[config.mk]
export PLATFORM = sky130hd
export DESIGN_NAME = win_trig_counter_flat
export DESIGN_NICKNAME = d
export VERILOG_FILES = /design/src/rtl/win_trig_counter_pkg.sv /design/src/rtl/win_trig_counter_if.sv /design/src/rtl/win_trig_counter_limit.sv /design/src/rtl/win_trig_counter.sv /design/src/flat_wrapper.sv
export SDC_FILE = /design/constraint.sdc
export NUM_CORES = 1
export LEC_CHECK = 0
export ABC_CLOCK_PERIOD_IN_PS = 2400
export CAP_MARGIN = 20
export CORE_MARGIN = 2
export CORE_UTILIZATION = 45
export DETAILED_ROUTE_END_ITERATION = 8
export HOLD_SLACK_MARGIN = 0.12
export PLACE_DENSITY = 0.77
export RECOVER_POWER = 25
export SYNTH_ARGS = -nofsm -noshare
export SYNTH_HDL_FRONTEND = slang
export SYNTH_SLANG_ARGS = --single-unit
[constraint.sdc]
create_clock -name CLK -period 2.4 [get_ports CLK]
set_input_delay 0.24 -clock CLK [delete_from_list [all_inputs] [get_ports CLK]]
set_output_delay 0.24 -clock CLK [all_outputs]
set_load 0.02 [all_outputs]
[src/rtl/win_trig_counter_pkg.sv]
// Shared types and defaults for the capture window counter.
// The state labels are imported by the top level and the limit counter.
package win_trig_pkg;

  localparam int DEF_CNT_W = 18;

  typedef enum logic [2:0] {
    ST_IDLE  = 3'd0,
    ST_PRE   = 3'd1,
    ST_ARMED = 3'd2,
    ST_POST  = 3'd3,
    ST_DONE  = 3'd4
  } state_e;

  function automatic logic is_busy(state_e s);
    return (s == ST_PRE) || (s == ST_ARMED) || (s == ST_POST);
  endfunction

endpackage

[src/rtl/win_trig_counter_if.sv]
// Control, limit and status bundle between the trigger logic and the window counter.
// The master side drives commands and limits; the slave side reports count and flags.
interface win_trig_counter_if
  import win_trig_pkg::*;
#(
  parameter int CNT_W = DEF_CNT_W
);

  logic             START;
  logic             ABORT;
  logic             CNT_EN;
  logic             LA_RLE_CNT_EN;
  logic             TRIG;
  logic [CNT_W-1:0] PRE_DATA;
  logic [CNT_W-1:0] POST_DATA;
  logic [CNT_W-1:0] WINcnt;
  logic             Pre_Full;
  logic             Trig_Seen;
  logic             Write_Ready;
  logic             Busy;

  modport master (
    output START, ABORT, CNT_EN, LA_RLE_CNT_EN, TRIG, PRE_DATA, POST_DATA,
    input  WINcnt, Pre_Full, Trig_Seen, Write_Ready, Busy
  );

  modport slave (
    input  START, ABORT, CNT_EN, LA_RLE_CNT_EN, TRIG, PRE_DATA, POST_DATA,
    output WINcnt, Pre_Full, Trig_Seen, Write_Ready, Busy
  );

endinterface

[src/rtl/win_trig_counter_limit.sv]
// Equality counter shared by the PRE and POST phases.
// hit_o compares before incrementing, so a full-scale limit never wraps.
module win_limit_counter
  import win_trig_pkg::*;
#(
  parameter int CNT_W = DEF_CNT_W
) (
  input  logic             clk,
  input  logic             rst,
  input  logic             clr_i,
  input  logic             en_i,
  input  logic [CNT_W-1:0] lim_i,
  output logic [CNT_W-1:0] cnt_o,
  output logic             hit_o
);

  localparam logic [CNT_W-1:0] ONE = {{(CNT_W-1){1'b0}}, 1'b1};

  logic [CNT_W-1:0] cnt_q, cnt_d;

  assign hit_o = (cnt_q == lim_i);
  assign cnt_o = cnt_q;

  // NOTE: cnt_d gets its hold value first so every path assigns it and no latch is inferred.
  always_comb begin
    cnt_d = cnt_q;
    if (clr_i) begin
      cnt_d = '0;
    end else if (en_i && !hit_o) begin
      cnt_d = cnt_q + ONE;
    end
  end

  // NOTE: state registers use non-blocking assignments so all flops update from pre-edge values.
  always_ff @(posedge clk) begin
    if (rst) begin
      cnt_q <= '0;
    end else begin
      cnt_q <= cnt_d;
    end
  end

endmodule

[src/rtl/win_trig_counter.sv]
// Capture window sequencer: PRE fill, ARMED wait for trigger, POST fill, then DONE.
// Strobes are registered once before counting; limits are frozen at the start of each run.
module win_trig_counter
  import win_trig_pkg::*;
#(
  parameter int CNT_W      = DEF_CNT_W,
  parameter bit AUTO_REARM = 1'b0
) (
  input logic CLK,
  input logic RST,
  win_trig_counter_if.slave bus
);

  state_e           state_q;
  logic             stb_d, stb_q;
  logic [CNT_W-1:0] pre_lim_q, post_lim_q, lim_sel, cnt;
  logic             pre_full_q, trig_seen_q, wr_ready_q;
  logic             start_ok, rearm, phase_end, hit, cnt_clr, cnt_en;

  assign stb_d     = bus.CNT_EN & bus.LA_RLE_CNT_EN;
  assign start_ok  = bus.START & ((state_q == ST_IDLE) || (state_q == ST_DONE));
  assign rearm     = AUTO_REARM && (state_q == ST_DONE);
  assign phase_end = stb_q & hit;
  assign lim_sel   = (state_q == ST_POST) ? post_lim_q : pre_lim_q;
  assign cnt_en    = stb_q & ((state_q == ST_PRE) || (state_q == ST_POST));

  // The count is zero whenever no phase is running and restarts on trigger and POST completion.
  assign cnt_clr = bus.ABORT
                 | (state_q == ST_IDLE)
                 | (state_q == ST_DONE)
                 | ((state_q == ST_ARMED) & bus.TRIG)
                 | ((state_q == ST_POST) & phase_end);

  win_limit_counter #(.CNT_W(CNT_W)) u_cnt (
    .clk   (CLK),
    .rst   (RST),
    .clr_i (cnt_clr),
    .en_i  (cnt_en),
    .lim_i (lim_sel),
    .cnt_o (cnt),
    .hit_o (hit)
  );

  always_ff @(posedge CLK) begin
    if (RST) begin
      state_q     <= ST_IDLE;
      stb_q       <= 1'b0;
      pre_lim_q   <= '0;
      post_lim_q  <= '0;
      pre_full_q  <= 1'b0;
      trig_seen_q <= 1'b0;
      wr_ready_q  <= 1'b0;
    end else begin
      stb_q <= stb_d;
      if (bus.ABORT) begin
        state_q     <= ST_IDLE;
        pre_full_q  <= 1'b0;
        trig_seen_q <= 1'b0;
        wr_ready_q  <= 1'b0;
      end else if (start_ok || rearm) begin
        state_q     <= ST_PRE;
        pre_lim_q   <= bus.PRE_DATA;
        post_lim_q  <= bus.POST_DATA;
        pre_full_q  <= 1'b0;
        trig_seen_q <= 1'b0;
        wr_ready_q  <= 1'b0;
      end else begin
        case (state_q)
          // A trigger coinciding with the final PRE strobe is dropped on purpose.
          ST_PRE: if (phase_end) begin
            pre_full_q <= 1'b1;
            state_q    <= ST_ARMED;
          end
          ST_ARMED: if (bus.TRIG) begin
            trig_seen_q <= 1'b1;
            state_q     <= ST_POST;
          end
          ST_POST: if (phase_end) begin
            wr_ready_q <= 1'b1;
            state_q    <= ST_DONE;
          end
          default: ;
        endcase
      end
    end
  end

  assign bus.WINcnt      = cnt;
  assign bus.Pre_Full    = pre_full_q;
  assign bus.Trig_Seen   = trig_seen_q;
  assign bus.Write_Ready = wr_ready_q;
  assign bus.Busy        = is_busy(state_q);

endmodule

[src/flat_wrapper.sv]
// flat-port wrapper written by rule: the top's interface ports become plain ports
module win_trig_counter_flat import win_trig_pkg::*;
#(
  parameter int CNT_W      = DEF_CNT_W,
  parameter bit AUTO_REARM = 1'b0
)
  (CLK, RST, bus_START, bus_ABORT, bus_CNT_EN, bus_LA_RLE_CNT_EN, bus_TRIG, bus_PRE_DATA, bus_POST_DATA, bus_WINcnt, bus_Pre_Full, bus_Trig_Seen, bus_Write_Ready, bus_Busy);
  win_trig_counter_if #(.CNT_W(CNT_W)) bus_i ();
  input logic CLK;
  input logic RST;
  input wire logic [$bits(bus_i.START)-1:0] bus_START;
  input wire logic [$bits(bus_i.ABORT)-1:0] bus_ABORT;
  input wire logic [$bits(bus_i.CNT_EN)-1:0] bus_CNT_EN;
  input wire logic [$bits(bus_i.LA_RLE_CNT_EN)-1:0] bus_LA_RLE_CNT_EN;
  input wire logic [$bits(bus_i.TRIG)-1:0] bus_TRIG;
  input wire logic [$bits(bus_i.PRE_DATA)-1:0] bus_PRE_DATA;
  input wire logic [$bits(bus_i.POST_DATA)-1:0] bus_POST_DATA;
  output wire logic [$bits(bus_i.WINcnt)-1:0] bus_WINcnt;
  output wire logic [$bits(bus_i.Pre_Full)-1:0] bus_Pre_Full;
  output wire logic [$bits(bus_i.Trig_Seen)-1:0] bus_Trig_Seen;
  output wire logic [$bits(bus_i.Write_Ready)-1:0] bus_Write_Ready;
  output wire logic [$bits(bus_i.Busy)-1:0] bus_Busy;
  assign bus_i.START = bus_START;
  assign bus_i.ABORT = bus_ABORT;
  assign bus_i.CNT_EN = bus_CNT_EN;
  assign bus_i.LA_RLE_CNT_EN = bus_LA_RLE_CNT_EN;
  assign bus_i.TRIG = bus_TRIG;
  assign bus_i.PRE_DATA = bus_PRE_DATA;
  assign bus_i.POST_DATA = bus_POST_DATA;
  assign bus_WINcnt = bus_i.WINcnt;
  assign bus_Pre_Full = bus_i.Pre_Full;
  assign bus_Trig_Seen = bus_i.Trig_Seen;
  assign bus_Write_Ready = bus_i.Write_Ready;
  assign bus_Busy = bus_i.Busy;
  win_trig_counter #(.CNT_W(CNT_W), .AUTO_REARM(AUTO_REARM)) u_core (.CLK(CLK), .RST(RST), .bus(bus_i));
endmodule
==> flow_summary_export.csv <==
group,metric,value,unit
synth,synth_compound_area_share,20.0,%
synth,synthMuxAreaShare,3.35,%
timing,hold-worst-slack,0.424,ns
timing,hold_viol_final,0,
layout,n_fill_cell,558,
timing,grt_setup_unrepaired,"yes",
drt,drt_iter0_drc,199,
global_route,grtUsageTotal,23.9,%
job,maxCapViolations,1,
synth,yosysSeqAreaShare,40.4,%
floorplanning,initial_core_util,47.0,%
worst_setup_path,cp_slowest_cell,"or4_4",
outcome,status,"finished with violations",
worst_setup_path,endpoint_kind,"register",
synth,synthTopCellsByCount,"nand2_1 (91), dfxtp_1 (61), a21oi_1 (58), clkbuf_1 (17), o21ai_0 (14)",
timing,skew,0.00496,ns
worst_setup_path,start_kind,"register",
worst_setup_path,worstPathRequired,2.67,ns
synth,synth_nets,427,
worst_setup_path,worstPathMaxFanout,8,
synth,synthXorXnorAreaFrac,3.77,%
synth,yosysMostFrequentCell,"nand2_1",
layout,antenna_cells,0,
timing,setup-violations-final,22,
timing,slew_headroom,-2.14,%
drt,detail-route-antenna-nets,0,
clocking,htreeDepth,3,
worst_setup_path,cp.arrival,2.72,ns
clocking,cts_sinks,61,
synth,synth_seq_cells,61,
floorplanning,dieArea,7390,µm²
synth,yosys.area.top_type,"dfxtp_1",
synth,yosysTopAreaCellShare,40.4,%
placement,portBuffers,64,
layout,design_area,4300,µm²
layout,syn2layout_area_growth,42.4,%
drt,avgRoutedWirePerCell,16.3,µm
clocking,clkSlewWorstSetupHoldPaths,0.07,ns
min_path,hold_path.class,"input port to register",
worst_setup_path,crit_path_max_incr_delay,0.52,ns
layout,seqCellArea,1230,µm²
floorplanning,io_pins,65,
placement,place_area,3870,µm²
power,vdd_drop_max,0.353,mV
drt,wl,9.00,mm
power,p_leak,1.53,nW
layout,multi_input_area,1730,µm²
synth,synth_cell_types,45,
drt,first_pass_iters,5,
worst_setup_path,r2r_slack,-0.06,ns
layout,drive_above_1_share,19.2,%
synth,ys.flop_type,"dfxtp_1",
timing,fin_crit,2.46,ns
clocking,clkLatencyLatePin,0.34,ns
synth,synth_adder_area_share,0.414,%
synth,synthSimpleGateAreaFrac,26.0,%
timing,tns,-0.650,ns
global_route,antenna_found_initial,0,
power,powerDensity,549,nW/µm²
timing,maxSlewViolCount,38,
synth,synth_top_family_by_area,"simple AND/OR/NAND/NOR gates",
timing,max_freq,0.407,GHz
global_route,grt_max_degree,38,
drt,vias_per_cell,5.64,
synth,ys_warn_count,0,
synth,async_flop_share,0,%
clocking,clock_path_buffers,2,
clocking,cts-buffers-inserted,9,
placement,gp_congestion,0.897,
synth,postSynthAreaPerCell,7.89,µm²
floorplanning,row_count,29,
drt,drc_errors,0,
global_route,grt_pass1_vias,2934,
floorplanning,die_w,85.9,µm
layout,final_core_util,67.0,%
worst_setup_path,crit_path_frequent_cell,"buf_4",
drt,num_vias,3112,
worst_setup_path,crit_buf_inv,5,
timing,tightest_slew,1.53,ns
floorplanning,die_y,85.9,µm
synth,synth_area_leaders,"dfxtp_1 (40%), nand2_1 (11%), a21oi_1 (9.6%), mux2i_1 (3.0%), o21ai_0 (2.3%)",
global_route,grt_remaining_overflow,0,
worst_setup_path,path_class,"register to register",
worst_setup_path,path_cells,"and3b_2 > buf_12 > buf_6 > buf_4 > nand2_1 > a21oi_1 > nor3b_1 > buf_4 > and4_4 > clkbuf_16 > or4_4 > a21oi_2",
timing,fin_crit_sh,102,%
synth,synth_edf_count,0,
worst_setup_path,critical-path-top-delay-family,"simple AND/OR/NAND/NOR gates",
clocking,cts-root-buf,"clkbuf_8",
synth,synth.cell_area,3020,µm²
timing,post-route-worst-setup-slack,-0.0565,ns
placement,dp_hpwl,6.09,mm
floorplanning,core_area,6420,µm²
outcome,violations,"capacitance limit, slew limit, setup timing",
layout,layout.nets,514,
synth,syn_inst,383,
placement,pre_cts_ws,-0.115,ns
clocking,cts_tree,"built",
global_route,grt_pass1_wl,13.9,mm
tightest hold or removal path, stage by stage:
cell and delay (ns):
clkdlybuf4s50_1 0.40, nand2_1 0.06, nor2_1 0.03
per-stage QoR:
stage	total power, W	std cells
3_5_place_dp	0.00137	526
4_1_cts	0.00231	544
3_3_place_gp	0.00136	526
2_1_floorplan	0.00125	383
6_report	0.00236	552
5_1_grt	0.00244	552
metal layers:
metal | vias to the layer above | wire (µm) | track usage [%]
met5 | - | 0 | 0
met4 | 0 | 208 | 9.52
met3 | 25 | 699 | 6.64
met2 | 141 | 4170 | 39.0
met1 | 1425 | 3910 | 29.7
li1 | 1521 | - | -
registers in the layout (all words and copies together) (netlist names):
signal	count
u_core.bus.Pre_Full	1
u_core.bus.Trig_Seen	1
u_core.bus.Write_Ready	1
u_core.post_lim_q	18
u_core.pre_lim_q	18
u_core.state_q	3
u_core.stb_q	1
u_core.u_cnt.cnt_o	18
final timing paths:
path                                         endpoint                              from  depth (start not counted)
setup / recovery  u_core.u_cnt.cnt_o[11]$_SDFFE_PP0P_    u_core.state_q[2]$_SDFFE_PP0P_                         12
hold / removal                u_core.stb_q$_SDFF_PP0_                 bus_LA_RLE_CNT_EN                          3
hold reg to reg      u_core.pre_lim_q[3]$_SDFFE_PP0P_  u_core.pre_lim_q[3]$_SDFFE_PP0P_                          2
setup reg to reg  u_core.u_cnt.cnt_o[11]$_SDFFE_PP0P_    u_core.state_q[2]$_SDFFE_PP0P_                         12
power by group:
part           switching [W]  internal, W  total [W]
combinational       0.000163     0.000180   0.000343
clock               0.000419     0.000536   0.000955
sequential         0.0000223      0.00104    0.00106
total               0.000605      0.00176    0.00236
area by class of cell:
cell class                      instances  area share (%)
Tap cell                               77            2.24
Timing Repair Buffer                  101            23.0
Clock buffer                           11            3.52
Multi-Input combinational cell        285            40.2
Sequential cell                        61            28.6
Clock inverter                          5            1.37
Inverter                               12            1.05
placed cells by master (no fill, tap or decap), drive strengths merged, types with 9 or more instances in the layout:
cell	synthesis	routed
dfxtp	61	61
a21oi	58	58
buf	8	33
nand2	91	91
o21ai	15	15
clkbuf	17	15
inv	12	12
mux2i	9	9
nor2	12	12
or3	9	9
clkdlybuf4s50	0	52
dlygate4sd3	0	12
cells by family after synthesis:
family,count (synthesis)
muxes,10
AOI/OAI and AO/OA,99
buffers and inverters,37
xor gates and xnor gates,13
DFF,61
adders and majority gates,1
and+or+nand+nor,162
what timing repair did:
item,CTS,global route
resized for setup,8,27
endpoints found under the setup margin,21,23
hold buffers,0,0
cloned,0,2
pin swaps,0,8
setup buffers,2,6
Note: power is estimated with default switching activity, not from simulation.
